<file path="src/rtl/mem_ctrl.sv">
// Byte-serial RAM/IO port arbiter for instruction fetch and load/store traffic.
// Multi-byte accesses are split into little-endian byte transfers; MEM has priority over IF.
module mem_ctrl #(
  parameter logic [1:0] IO_HI = 2'b11
) (
  input  logic        clk,
  input  logic        rst_n,
  input  logic        flush,
  input  logic        if_req,
  input  logic [31:0] if_addr,
  output logic [31:0] if_data,
  output logic        if_done,
  output logic        if_stall,
  input  logic        mem_req,
  input  logic        mem_we,
  input  logic [1:0]  mem_size,
  input  logic [31:0] mem_addr,
  input  logic [31:0] mem_wdata,
  output logic [31:0] mem_rdata,
  output logic        mem_done,
  output logic        mem_stall,
  input  logic        io_buffer_full,
  input  logic [7:0]  ram_din,
  output logic [7:0]  ram_dout,
  output logic [31:0] ram_a,
  output logic        ram_wr
);

  typedef enum logic [1:0] {StIdle, StRead, StWrite, StDone} state_e;

  state_e      state_q, state_d;
  logic        owner_q, owner_d;  // 1 = MEM, 0 = IF
  logic [2:0]  len_q, len_d;
  logic [2:0]  cnt_q, cnt_d;
  logic [31:0] sh_q, sh_d;
  logic [31:0] ram_a_q, ram_a_d;
  logic [7:0]  ram_dout_q, ram_dout_d;
  logic        ram_wr_q, ram_wr_d;
  logic [31:0] if_data_q, if_data_d;
  logic [31:0] mem_rdata_q, mem_rdata_d;
  logic        if_done_q, if_done_d;
  logic        mem_done_q, mem_done_d;

  logic        io_block;
  logic [2:0]  mem_len;
  logic [2:0]  step;
  logic [1:0]  byte_idx;
  logic [4:0]  bit_lo;

  assign io_block = mem_we & (mem_addr[17:16] == IO_HI) & io_buffer_full;
  assign mem_len  = (mem_size == 2'd0) ? 3'd1 : (mem_size == 2'd1) ? 3'd2 : 3'd4;
  // step = number of edges since the accept edge, for the edge being evaluated
  assign step     = cnt_q + 3'd1;
  assign byte_idx = 2'(step - 3'd2);
  assign bit_lo   = {byte_idx, 3'b000};

  always_comb begin
    state_d     = state_q;
    owner_d     = owner_q;
    len_d       = len_q;
    cnt_d       = cnt_q;
    sh_d        = sh_q;
    ram_a_d     = ram_a_q;
    ram_dout_d  = ram_dout_q;
    ram_wr_d    = 1'b0;
    if_data_d   = if_data_q;
    mem_rdata_d = mem_rdata_q;
    if_done_d   = 1'b0;
    mem_done_d  = 1'b0;

    unique case (state_q)
      StIdle: begin
        if (mem_req && !io_block) begin
          owner_d = 1'b1;
          len_d   = mem_len;
          cnt_d   = 3'd0;
          ram_a_d = mem_addr;
          if (mem_we) begin
            state_d    = StWrite;
            ram_wr_d   = 1'b1;
            ram_dout_d = mem_wdata[7:0];
            sh_d       = {8'h00, mem_wdata[31:8]};
          end else begin
            state_d = StRead;
            sh_d    = 32'h0;
          end
        end else if (if_req) begin
          owner_d = 1'b0;
          len_d   = 3'd4;
          cnt_d   = 3'd0;
          ram_a_d = if_addr;
          state_d = StRead;
          sh_d    = 32'h0;
        end
      end

      StRead: begin
        if (flush && !owner_q) begin
          state_d = StIdle;
        end else begin
          cnt_d = step;
          if (step < len_q) ram_a_d = ram_a_q + 32'd1;
          // RAM answers one edge after the address, so byte k lands at step k+2
          if (step >= 3'd2) sh_d[bit_lo +: 8] = ram_din;
          if (step == len_q + 3'd1) begin
            state_d = StDone;
            if (owner_q) begin
              mem_done_d  = 1'b1;
              mem_rdata_d = sh_d;
            end else begin
              if_done_d = 1'b1;
              if_data_d = sh_d;
            end
          end
        end
      end

      StWrite: begin
        if (step < len_q) begin
          cnt_d      = step;
          ram_wr_d   = 1'b1;
          ram_a_d    = ram_a_q + 32'd1;
          ram_dout_d = sh_q[7:0];
          sh_d       = {8'h00, sh_q[31:8]};
        end else begin
          state_d    = StDone;
          mem_done_d = 1'b1;
        end
      end

      StDone: begin
        state_d = StIdle;
      end

      default: state_d = StIdle;
    endcase
  end

  always_ff @(posedge clk or negedge rst_n) begin
    if (!rst_n) begin
      state_q     <= StIdle;
      owner_q     <= 1'b0;
      len_q       <= 3'd0;
      cnt_q       <= 3'd0;
      sh_q        <= 32'h0;
      ram_a_q     <= 32'h0;
      ram_dout_q  <= 8'h0;
      ram_wr_q    <= 1'b0;
      if_data_q   <= 32'h0;
      mem_rdata_q <= 32'h0;
      if_done_q   <= 1'b0;
      mem_done_q  <= 1'b0;
    end else begin
      state_q     <= state_d;
      owner_q     <= owner_d;
      len_q       <= len_d;
      cnt_q       <= cnt_d;
      sh_q        <= sh_d;
      ram_a_q     <= ram_a_d;
      ram_dout_q  <= ram_dout_d;
      ram_wr_q    <= ram_wr_d;
      if_data_q   <= if_data_d;
      mem_rdata_q <= mem_rdata_d;
      if_done_q   <= if_done_d;
      mem_done_q  <= mem_done_d;
    end
  end

  assign if_data   = if_data_q;
  assign if_done   = if_done_q;
  assign if_stall  = if_req & ~if_done_q;
  assign mem_rdata = mem_rdata_q;
  assign mem_done  = mem_done_q;
  assign mem_stall = mem_req & ~mem_done_q;
  assign ram_a     = ram_a_q;
  assign ram_dout  = ram_dout_q;
  assign ram_wr    = ram_wr_q;

endmodule

</file>
<file path="config.mk">
export PLATFORM = sky130hd
export DESIGN_NAME = mem_ctrl
export DESIGN_NICKNAME = d
export VERILOG_FILES = /design/src/rtl/mem_ctrl.sv
export SDC_FILE = /design/constraint.sdc
export NUM_CORES = 1
export LEC_CHECK = 0
export BUFFER_PORTS_ARGS = -buffer_cell sky130_fd_sc_hd__buf_4
export CELL_PAD_IN_SITES_DETAIL_PLACEMENT = 1
export CELL_PAD_IN_SITES_GLOBAL_PLACEMENT = 2
export CORE_ASPECT_RATIO = 1.1
export CORE_MARGIN = 10
export CORE_UTILIZATION = 25
export CTS_CLUSTER_SIZE = 12
export DETAILED_ROUTE_END_ITERATION = 8
export HOLD_SLACK_MARGIN = 0.15
export PLACE_DENSITY = 0.64
export RECOVER_POWER = 100
export SLEW_MARGIN = 20
export SYNTH_ARGS = -nofsm -noshare
export SYNTH_HDL_FRONTEND = slang
export SYNTH_SLANG_ARGS = --single-unit
</file>
<file path="constraint.sdc">
create_clock -name clk -period 3.77 [get_ports clk]
set_input_delay 0.754 -clock clk [delete_from_list [all_inputs] [get_ports clk]]
set_output_delay 0.754 -clock clk [all_outputs]
set_load 0.01 [all_outputs]
</file>
# After elaboration in Yosys (flattened, before gate mapping)
# Cells that the tools add are included.
[totals]
ff_bits = 148
in_bits = 113
out_inout_bits = 109
wordCells = 106
[op_classes]
addsub = 5
n_lt_le_gt_ge = 2
eq_ne = 13
shifts = 2
mux = 48
bitwise = 8
n_reduce_logical = 16
[ops]
columns = ["cell", "n"]
rows = [
  ["32-bit 2-to-1 mux", 9],
  ["32-bit one-hot mux with 3 select lines", 2],
  ["32-bit by 1-bit adder with 32-bit output (second input constant)", 1],
  ["32-bit bitwise mux", 1],
  ["8-bit by 7-bit variable shift with 32-bit output (first input constant)", 1],
  ["8-bit by 7-bit variable part select with 32-bit output", 1],
  ["24-bit 2-to-1 mux", 1],
  ["3-bit 2-to-1 mux", 8],
  ["8-bit 2-to-1 mux", 3],
  ["8-bit one-hot mux with 2 select lines", 1],
  ["4-bit AND reduction", 4],
  ["1-bit 2-to-1 mux", 13],
  ["2-bit 2-to-1 mux", 6],
  ["2-bit != test (second input constant)", 5],
  ["3-bit one-hot mux with 3 select lines", 1],
  ["2-bit one-hot mux with 4 select lines", 1],
  ["5-bit negation with 7-bit output", 1],
  ["3-bit by 1-bit adder with 3-bit output (second input constant)", 2],
  ["2-bit == test (second input constant)", 3],
  ["3-bit != test (second input constant)", 2],
  ["3-bit AND reduction", 2],
  ["1-bit AND", 4],
  ["2-bit by 1-bit == test with 1-bit output (second input constant)", 2],
  ["2-bit logical NOT", 2],
  ["11 further kinds", 18],
]

# Longest topological paths before layout
# Gate-level depths: netlist of run 1.
[depth]
depth_word = 8
mapped_depth = 11
ltp_nobuf = 9

# Worst setup path after synthesis of run 1
# OpenSTA, ideal clock, no wires.
[synth_path]
path_type = "flip-flop to flip-flop"
startpoint = "reg cnt_q[0]"
endpoint = "reg sh_q[24]"
setup_ns = 0.068
t_arrival_ns = 2.864
required_time_ns = 3.702
path_slack_ns = 0.838
path_stages_with_launch = 11
path_buffers = 1
synth_period_minus_slack_ns = 2.932
cell_sequence = "dfrtp_1 -> ha_1 -> xnor2_1 -> inv_1 -> ha_1 -> o21a_1 -> o31a_1 -> or3_1 -> buf_2 -> nor4b_2 -> a22o_1"
[synth_via]
elab_chain_cells = 8
elab_cells_between_ends = 13
classes_between = "3 x add/sub; 2 x order compare; 1 x eq/ne; 2 x shift; 4 x mux; 1 x reduce/logical"
[synth_lines]
columns = ["element", "line", "rtl"]
rows = [
  ["start: declaration", "34", "logic [2:0] cnt_q, cnt_d;"],
  ["start signal: assignment", "157", "cnt_q <= cnt_d;"],
  ["3-bit by 1-bit adder with 3-bit output (*)", "53", "assign step = cnt_q + 3'd1;"],
  ["2-bit subtractor", "54", "assign byte_idx = 2'(step - 3'd2);"],
  ["5-bit negation with 7-bit output", "104", "if (step >= 3'd2) sh_d[bit_lo +: 8] = ram_din;"],
  ["8-bit by 7-bit variable part select with 32-bit output or 8-bit by 7-bit variable shift with 32-bit output (tied branches)", "104", ""],
  ["32-bit bitwise mux", "104", ""],
  ["32-bit 2-to-1 mux", "104", ""],
  ["32-bit 2-to-1 mux", "98", "if (flush && !owner_q) begin"],
  ["32-bit one-hot mux with 3 select lines", "71", "unique case (state_q)"],
  ["end signal: assignment", "145", "sh_q <= 32'h0;"],
  ["end signal: assignment", "158", "sh_q <= sh_d;"],
  ["end: declaration", "35", "logic [31:0] sh_q, sh_d;"],
]
# Every way passes the cells marked *; elsewhere a longest branch is shown, timed or not. The select of a mux whose other input is x is not followed.
# A chain may end at the register's enable or synchronous reset.

# Worst setup path after layout of run 1
[layout_path]
startpoint = "reg cnt_q[0]"
endpoint = "reg sh_q[29]"
# Same word-level chain as after synthesis.

==> impl_table.tex, run 1 <==
\begin{tabular}{lr}
\hline
Metric & Value \\
\hline
\multicolumn{2}{l}{\textbf{Synth}} \\
Net count of the mapped netlist & 977 \\
Number of synthesized flops with an enable pin & 0 \\
Async set-or-reset flop fraction in the synthesized netlist & 100\% \\
Post-synthesis instance area & 7900 µm² \\
Number of warning messages in the yosys log & 0 \\
Most instantiated flip-flop cell in the synthesis netlist & dfrtp\_1 \\
Average cell area after synthesis & 9.31 µm² \\
Synthesized netlist cell count & 849 \\
Share of the yosys chip area belonging to registers & 46.9\% \\
Flip-flop and latch count after synthesis & 148 \\
Number of different library cells in the post-synthesis netlist & 66 \\
\multicolumn{2}{l}{\textbf{Status}} \\
Run status & finished with violations \\
Violations in the final reports & capacitance limit, slew limit \\
\multicolumn{2}{l}{\textbf{Timing}} \\
Final Max Tran Viols & 76 \\
Final min period & 3.45 ns \\
Clock Skews & 0.0145 ns \\
Final TNS setup & 0 ns \\
Final Setup Violations & 0 \\
Max-slew headroom & -43.9\% \\
Slew at the pin closest to its max-slew limit & 2.16 ns \\
Final cycle utilization of the critical path & 91.6\% \\
Top achievable clock speed & 0.290 GHz \\
Worst-case setup margin in the final layout & 0.316 ns \\
Setup repair after global routing missed its margin & false \\
Final Hold Viols & 0 \\
\multicolumn{2}{l}{\textbf{Clock network}} \\
Longest Clk Path Bufs & 2 \\
Number of instances resized during post-cts repair & 0 \\
Setup bufs post-CTS & 0 \\
Clock insertion delay at the later pin of the skew report & 0.43 ns \\
Clock slew at reported path FFs & 0.06 ns \\
Clock buffers created by TritonCTS & 17 \\
CTS Root Buffer Type & clkbuf\_16 \\
Deepest level of the CTS H-tree & 4 \\
Number of sinks on the clock net & 148 \\
Number of hold buffers added after CTS & 0 \\
Clock tree from TritonCTS & built \\
\multicolumn{2}{l}{\textbf{Route}} \\
Starting DRC count in detailed routing & 535 \\
Via density & 5.10 \\
Post-Route WL & 32400 µm \\
Final antenna-violating net count & 0 \\
Drt first pass iters & 7 \\
Detailed-route via count & 7581 \\
Number of DRC violations after detailed routing & 0 \\
Wirelength per Cell & 21.8 µm \\
\multicolumn{2}{l}{\textbf{Global route}} \\
Layer with the highest usage after global routing & met2 \\
Number of global-route vias before repair & 8085 \\
Global routing usage on met1 & 20.3\% \\
Fraction of met3 tracks used by global routing & 4.10\% \\
GRT met2 Usage & 27.5\% \\
Total track usage & 16.3\% \\
Global-route congestion overflow total & 0 \\
Number of antenna violations at the first check in global routing & 0 \\
Wire length of the first global-routing pass & 49800 µm \\
Pin count of the biggest net entering global routing & 77 \\
\multicolumn{2}{l}{\textbf{Worst hold path}} \\
Class of the tightest hold or removal check & flop to flop \\
\multicolumn{2}{l}{\textbf{Final layout}} \\
FF+latch area & 3700 µm² \\
Combined area of the multi-input logic cells & 3900 µm² \\
Post-layout instance area & 10200 µm² \\
Number of non-filler instances in the completed layout & 1486 \\
Filler Cell Count & 3768 \\
Share of post-route cells with drive strength above 1 & 16.8\% \\
Net count, final & 1182 \\
Area Overhead vs Synth & 28.7\% \\
Layout Utilization & 32.5\% \\
Inserted Diodes & 0 \\
\multicolumn{2}{l}{\textbf{Run}} \\
Number of violations of the max-capacitance limit & 1 \\
\multicolumn{2}{l}{\textbf{Power}} \\
Combinational group share of total power & 47.4\% \\
Peak supply drop & 0.000394 V \\
Portion of total power attributed to the clock network & 18.6\% \\
Power per cell area & 893 nW/µm² \\
Switching part of the total power & 46.7\% \\
Register share of total power & 33.9\% \\
Leak Pwr & 4.33 nW \\
Switch Pwr & 0.00424 W \\
Cell Int Power & 0.00484 W \\
\multicolumn{2}{l}{\textbf{Placement}} \\
Number of buffer cells added on primary ports & 221 \\
Post-detail-place hpwl & 24100 µm \\
Post-Place Cell Area & 10000 µm² \\
Setup WS pre-CTS & 0.288 ns \\
Placed cells & 1455 \\
GP Congestion & 0.787 \\
\multicolumn{2}{l}{\textbf{Critical path}} \\
Data required time at the worst endpoint & 4.13 ns \\
Worst setup EP type & flop \\
Crit path DAT & 3.81 ns \\
FF-to-FF setup slack & 0.32 ns \\
Kind of start point of the critical path & flop \\
Peak fanout along the critical path & 22 \\
WS Path Type & flop to flop \\
\multicolumn{2}{l}{\textbf{Die}} \\
Count of pins on the block boundary & 222 \\
FP Rows & 68 \\
Starting density of the core & 25.2\% \\
Die boundary height & 206 µm \\
Chip Width & 189 µm \\
Die area & 39100 µm² \\
Core footprint & 31300 µm² \\
\hline
\end{tabular}
-- per-layer routing --
metal / wire length, µm / vias to the layer above
met5: 0 / -
met1: 14700 / 3767
met2: 15700 / 201
met3: 1700 / 19
met4: 276 / 0
li1: - / 3594
-- stage by stage --
stage               hold slack, ns  total power (W)
floorplan                    0.458          0.00569
global placement             0.463          0.00793
detailed placement           0.471          0.00801
CTS                          0.395          0.00974
global route                 0.509          0.00988
finish                       0.475          0.00908
-- placed cells by master (no fill, tap or decap), types with 8 or more instances in the layout --
cell and instances:
a22oi_1 24, o2bb2ai_1 18, mux2_2 9, clkbuf_1 120, and3_1 20, a21o_1 10
nor2b_1 8, nand2_1 126, clkbuf_16 17, a21oi_1 53, dfrtp_1 148, nand4_1 18
nor2_1 28, a221o_1 12, a22o_1 10, nor3_1 10, o21ai_0 101, a222oi_1 16
mux2i_1 13, inv_1 14, nand3b_1 9, ha_1 15, buf_4 126, nand3_1 20
-- synthesized netlist by cell type (12+ instances only) --
cell type | n | area share, %
dfrtp_1 | 148 | 47
ha_1 | 15 | 2.4
nand4_1 | 18 | 1.4
o2bb2ai_1 | 18 | 2.0
a221o_1 | 12 | 1.5
a21oi_1 | 53 | 3.4
and3_1 | 20 | 1.6
clkbuf_1 | 43 | 2.0
mux2i_1 | 13 | 1.6
inv_1 | 14 | 0.67
nor2_1 | 28 | 1.3
o21ai_0 | 100 | 6.3
a22oi_1 | 24 | 2.3
nand3_1 | 20 | 1.3
nand2_1 | 126 | 6.0
a222oi_1 | 16 | 2.0
-- power groups by stage --
stage                     Clock [W]  Combinational, W  Sequential (W)
after floorplan                   0           0.00259         0.00310
after global placement            0           0.00482         0.00311
after detailed placement          0           0.00488         0.00313
after CTS                   0.00175           0.00489         0.00311
after global routing        0.00181           0.00487         0.00320
final                       0.00169           0.00431         0.00308
-- cell type report --
type / instances / share of cell area [%]
clock buffer: 23 / 4.60
multi-input combinational: 627 / 38.4
sequential: 148 / 36.4
tap: 420 / 5.17
clock inverter: 8 / 0.997
timing repair buffer: 246 / 13.9
inverter: 14 / 0.517
-- kinds of logic after synthesis --
kind of cell    synth area share, %
mux                            2.93
buf+inv                        3.69
simple gates                   18.1
fa+ha+maj                      2.38
compound gates                 25.5
xor+xnor                      0.444
flops                          46.9
-- worst max-delay path, stage by stage (launching register included) --
cell	delay [ns]
dfrtp_1	0.56
inv_1	0.16
ha_1	0.34
ha_1	0.26
nor2b_1	0.15
o31a_1	0.27
or3_1	0.68
nor4b_2	0.74
a22o_1	0.22
-- registers in the layout, indices dropped and copies added, names as in the netlist --
name,count
sh_q,32
len_q,3
if_done,1
ram_dout,8
state_q,2
cnt_q,3
mem_done,1
if_data,32
mem_rdata,32
ram_a,32
owner_q,1
ram_wr,1
-- worst paths after layout --
| kind | start | to | cells after the start |
|---|---|---|---|
| worst max-delay path | cnt_q[0] | sh_q[29] | 8 |
| worst min-delay path | if_data[14] | if_data[14] | 2 |
| worst max register to register | cnt_q[0] | sh_q[29] | 8 |
| worst min register to register | if_data[14] | if_data[14] | 2 |
| max in group asynchronous | rst_n | sh_q[1] | 2 |
| min in group asynchronous | rst_n | mem_rdata[30] | 1 |
Note: power is estimated with default switching activity, not from simulation.
==> run 2, diff against run 1 <==
--- a/config.mk
+++ b/config.mk
@@ -14,7 +14,7 @@
 export CTS_CLUSTER_SIZE = 12
 export DETAILED_ROUTE_END_ITERATION = 8
 export HOLD_SLACK_MARGIN = 0.15
-export PLACE_DENSITY = 0.64
+export PLACE_DENSITY_LB_ADDON = 0.1
 export RECOVER_POWER = 100
 export SLEW_MARGIN = 20
 export SYNTH_ARGS = -nofsm -noshare
==> impl_table.tex, run 2 (synthesized netlist as in run 1, its figures left out) <==
\begin{tabular}{lr}
\hline
Metric & Value \\
\hline
\multicolumn{2}{l}{\textbf{Timing}} \\
Final Hold Viols & 0 \\
Final TNS setup & 0 ns \\
Slew at the pin closest to its max-slew limit & 2.67 ns \\
Clock Skews & 0.00785 ns \\
Final Setup Violations & 0 \\
Final cycle utilization of the critical path & 91.6\% \\
Final Max Tran Viols & 87 \\
Top achievable clock speed & 0.290 GHz \\
Setup repair after global routing missed its margin & false \\
Max-slew headroom & -78.3\% \\
Final min period & 3.45 ns \\
\multicolumn{2}{l}{\textbf{Clock network}} \\
Number of hold buffers added after CTS & 0 \\
CTS Root Buffer Type & clkbuf\_16 \\
Number of instances resized during post-cts repair & 0 \\
Clock insertion delay at the later pin of the skew report & 0.43 ns \\
Clock slew at reported path FFs & 0.07 ns \\
Deepest level of the CTS H-tree & 4 \\
Clock buffers created by TritonCTS & 17 \\
Clock tree from TritonCTS & built \\
Number of sinks on the clock net & 148 \\
Longest Clk Path Bufs & 2 \\
Setup bufs post-CTS & 0 \\
\multicolumn{2}{l}{\textbf{Die}} \\
FP Rows & 68 \\
Starting density of the core & 25.2\% \\
Die boundary height & 206 µm \\
Core footprint & 31300 µm² \\
Chip Width & 189 µm \\
Count of pins on the block boundary & 222 \\
Die area & 39100 µm² \\
\multicolumn{2}{l}{\textbf{Power}} \\
Leak Pwr & 4.31 nW \\
Power, Total & 0.00905 W \\
Power per cell area & 891 nW/µm² \\
Peak supply drop & 0.000578 V \\
\multicolumn{2}{l}{\textbf{Critical path}} \\
Data required time at the worst endpoint & 4.05 ns \\
Depth of the worst register-to-register path & 9 \\
Reg-to-reg critical path endpoint & ram\_a[28] \\
Crit path DAT & 3.74 ns \\
FF-to-FF setup slack & 0.32 ns \\
Worst setup EP type & flop \\
Start of the worst register-to-register path & cnt\_q[0] \\
Kind of start point of the critical path & flop \\
WS Path Type & flop to flop \\
Peak fanout along the critical path & 46 \\
\multicolumn{2}{l}{\textbf{Final layout}} \\
Net count, final & 1180 \\
Area Overhead vs Synth & 28.6\% \\
Filler Cell Count & 3732 \\
Commonest non-fill, non-tap cell in the layout & dfrtp\_1 \\
Number of non-filler instances in the completed layout & 1485 \\
Inserted Diodes & 0 \\
Highest-count cells in the layout ignoring fill and taps & 148 x dfrtp\_1, 126 x nand2\_1, 123 x buf\_4 \\
Share of post-route cells with drive strength above 1 & 16.9\% \\
\multicolumn{2}{l}{\textbf{Route}} \\
Wirelength per Cell & 21.7 µm \\
Post-Route WL & 32200 µm \\
Number of DRC violations after detailed routing & 0 \\
Drt first pass iters & 6 \\
Final antenna-violating net count & 0 \\
Detailed-route via count & 7523 \\
Via density & 5.07 \\
Starting DRC count in detailed routing & 487 \\
\multicolumn{2}{l}{\textbf{Worst hold path}} \\
Beginning of the worst hold path & mem\_rdata[22] \\
Number of cells traversed by the worst hold path & 2 \\
Sink of the worst hold path & mem\_rdata[22] \\
Class of the tightest hold or removal check & flop to flop \\
\multicolumn{2}{l}{\textbf{Global route}} \\
Global-route congestion overflow total & 0 \\
Pin count of the biggest net entering global routing & 66 \\
Total track usage & 16.5\% \\
Number of global-route vias before repair & 8113 \\
Number of antenna violations at the first check in global routing & 0 \\
Wire length of the first global-routing pass & 50600 µm \\
\multicolumn{2}{l}{\textbf{Placement}} \\
Placed cells & 1453 \\
Post-detail-place hpwl & 24000 µm \\
GP Congestion & 0.782 \\
Number of buffer cells added on primary ports & 221 \\
\multicolumn{2}{l}{\textbf{Status}} \\
Run status & finished with violations \\
Violations in the final reports & capacitance limit, slew limit \\
\multicolumn{2}{l}{\textbf{Run}} \\
Number of violations of the max-capacitance limit & 2 \\
\hline
\end{tabular}
run 2: power breakdown:
| part | total, W | internal, W | switching, W | leakage (nW) |
|---|---|---|---|---|
| sequential | 0.00305 | 0.00232 | 0.000733 | 1.89 |
| combinational | 0.00428 | 0.00150 | 0.00278 | 2.17 |
| clock | 0.00171 | 0.000930 | 0.000781 | 0.262 |
run 2: how the worst max path moves through the flow:
stage | startpoint | to | slack [ns] | depth (start not counted)
6_report | cnt_q[0] | ram_a[28] | 0.32 | 9
5_1_grt | cnt_q[0] | ram_a[28] | 0.1 | 9
4_1_cts | cnt_q[0] | sh_q[24] | 0.43 | 8
3_5_place_dp | cnt_q[0] | sh_q[25] | 0.45 | 8
3_3_place_gp | cnt_q[0] | sh_q[29] | 0.56 | 8
2_1_floorplan | cnt_q[0] | sh_q[24] | 0.84 | 10
run 2: through the flow:
step	hold slack, ns	worst slack, ns	area (µm²)	utilization (%)
2_1_floorplan	0.458	0.838	7900	-
3_3_place_gp	0.465	0.563	10000	32.0
3_5_place_dp	0.471	0.451	10000	32.0
4_1_cts	0.286	0.426	10600	33.9
5_1_grt	0.484	0.0952	10200	32.4
6_report	0.478	0.317	10200	32.4
run 2: worst max-delay path: stages (launching register included):
cell and delay [ns]:
dfrtp_1 0.56, inv_1 0.15, ha_1 0.33, ha_1 0.26, nor2b_1 0.15, o211a_1 0.22
or3_1 0.34, clkbuf_2 0.56, o41ai_1 0.55, a221oi_1 0.14
run 2: final cells by class:
cell class              instances  area, µm²  share of cell area [%]
multi-input cells             627       3900                    38.4
flip-flops and latches        148       3700                    36.5
repair buffers                244       1410                    13.8
well taps                     420        526                    5.17
clock buffers                  18        429                    4.22
clock inverters                14        144                    1.42
inverters                      14       52.6                   0.517
run 2: routing by layer:
| layer | up-vias | routed length (µm) | track usage [%] |
|---|---|---|---|
| met4 | 0 | 394 | 3.97 |
| met2 | 207 | 15800 | 27.7 |
| met3 | 24 | 1960 | 4.61 |
| met1 | 3698 | 14000 | 20.6 |
| met5 | - | 0 | 0 |
| li1 | 3594 | - | - |
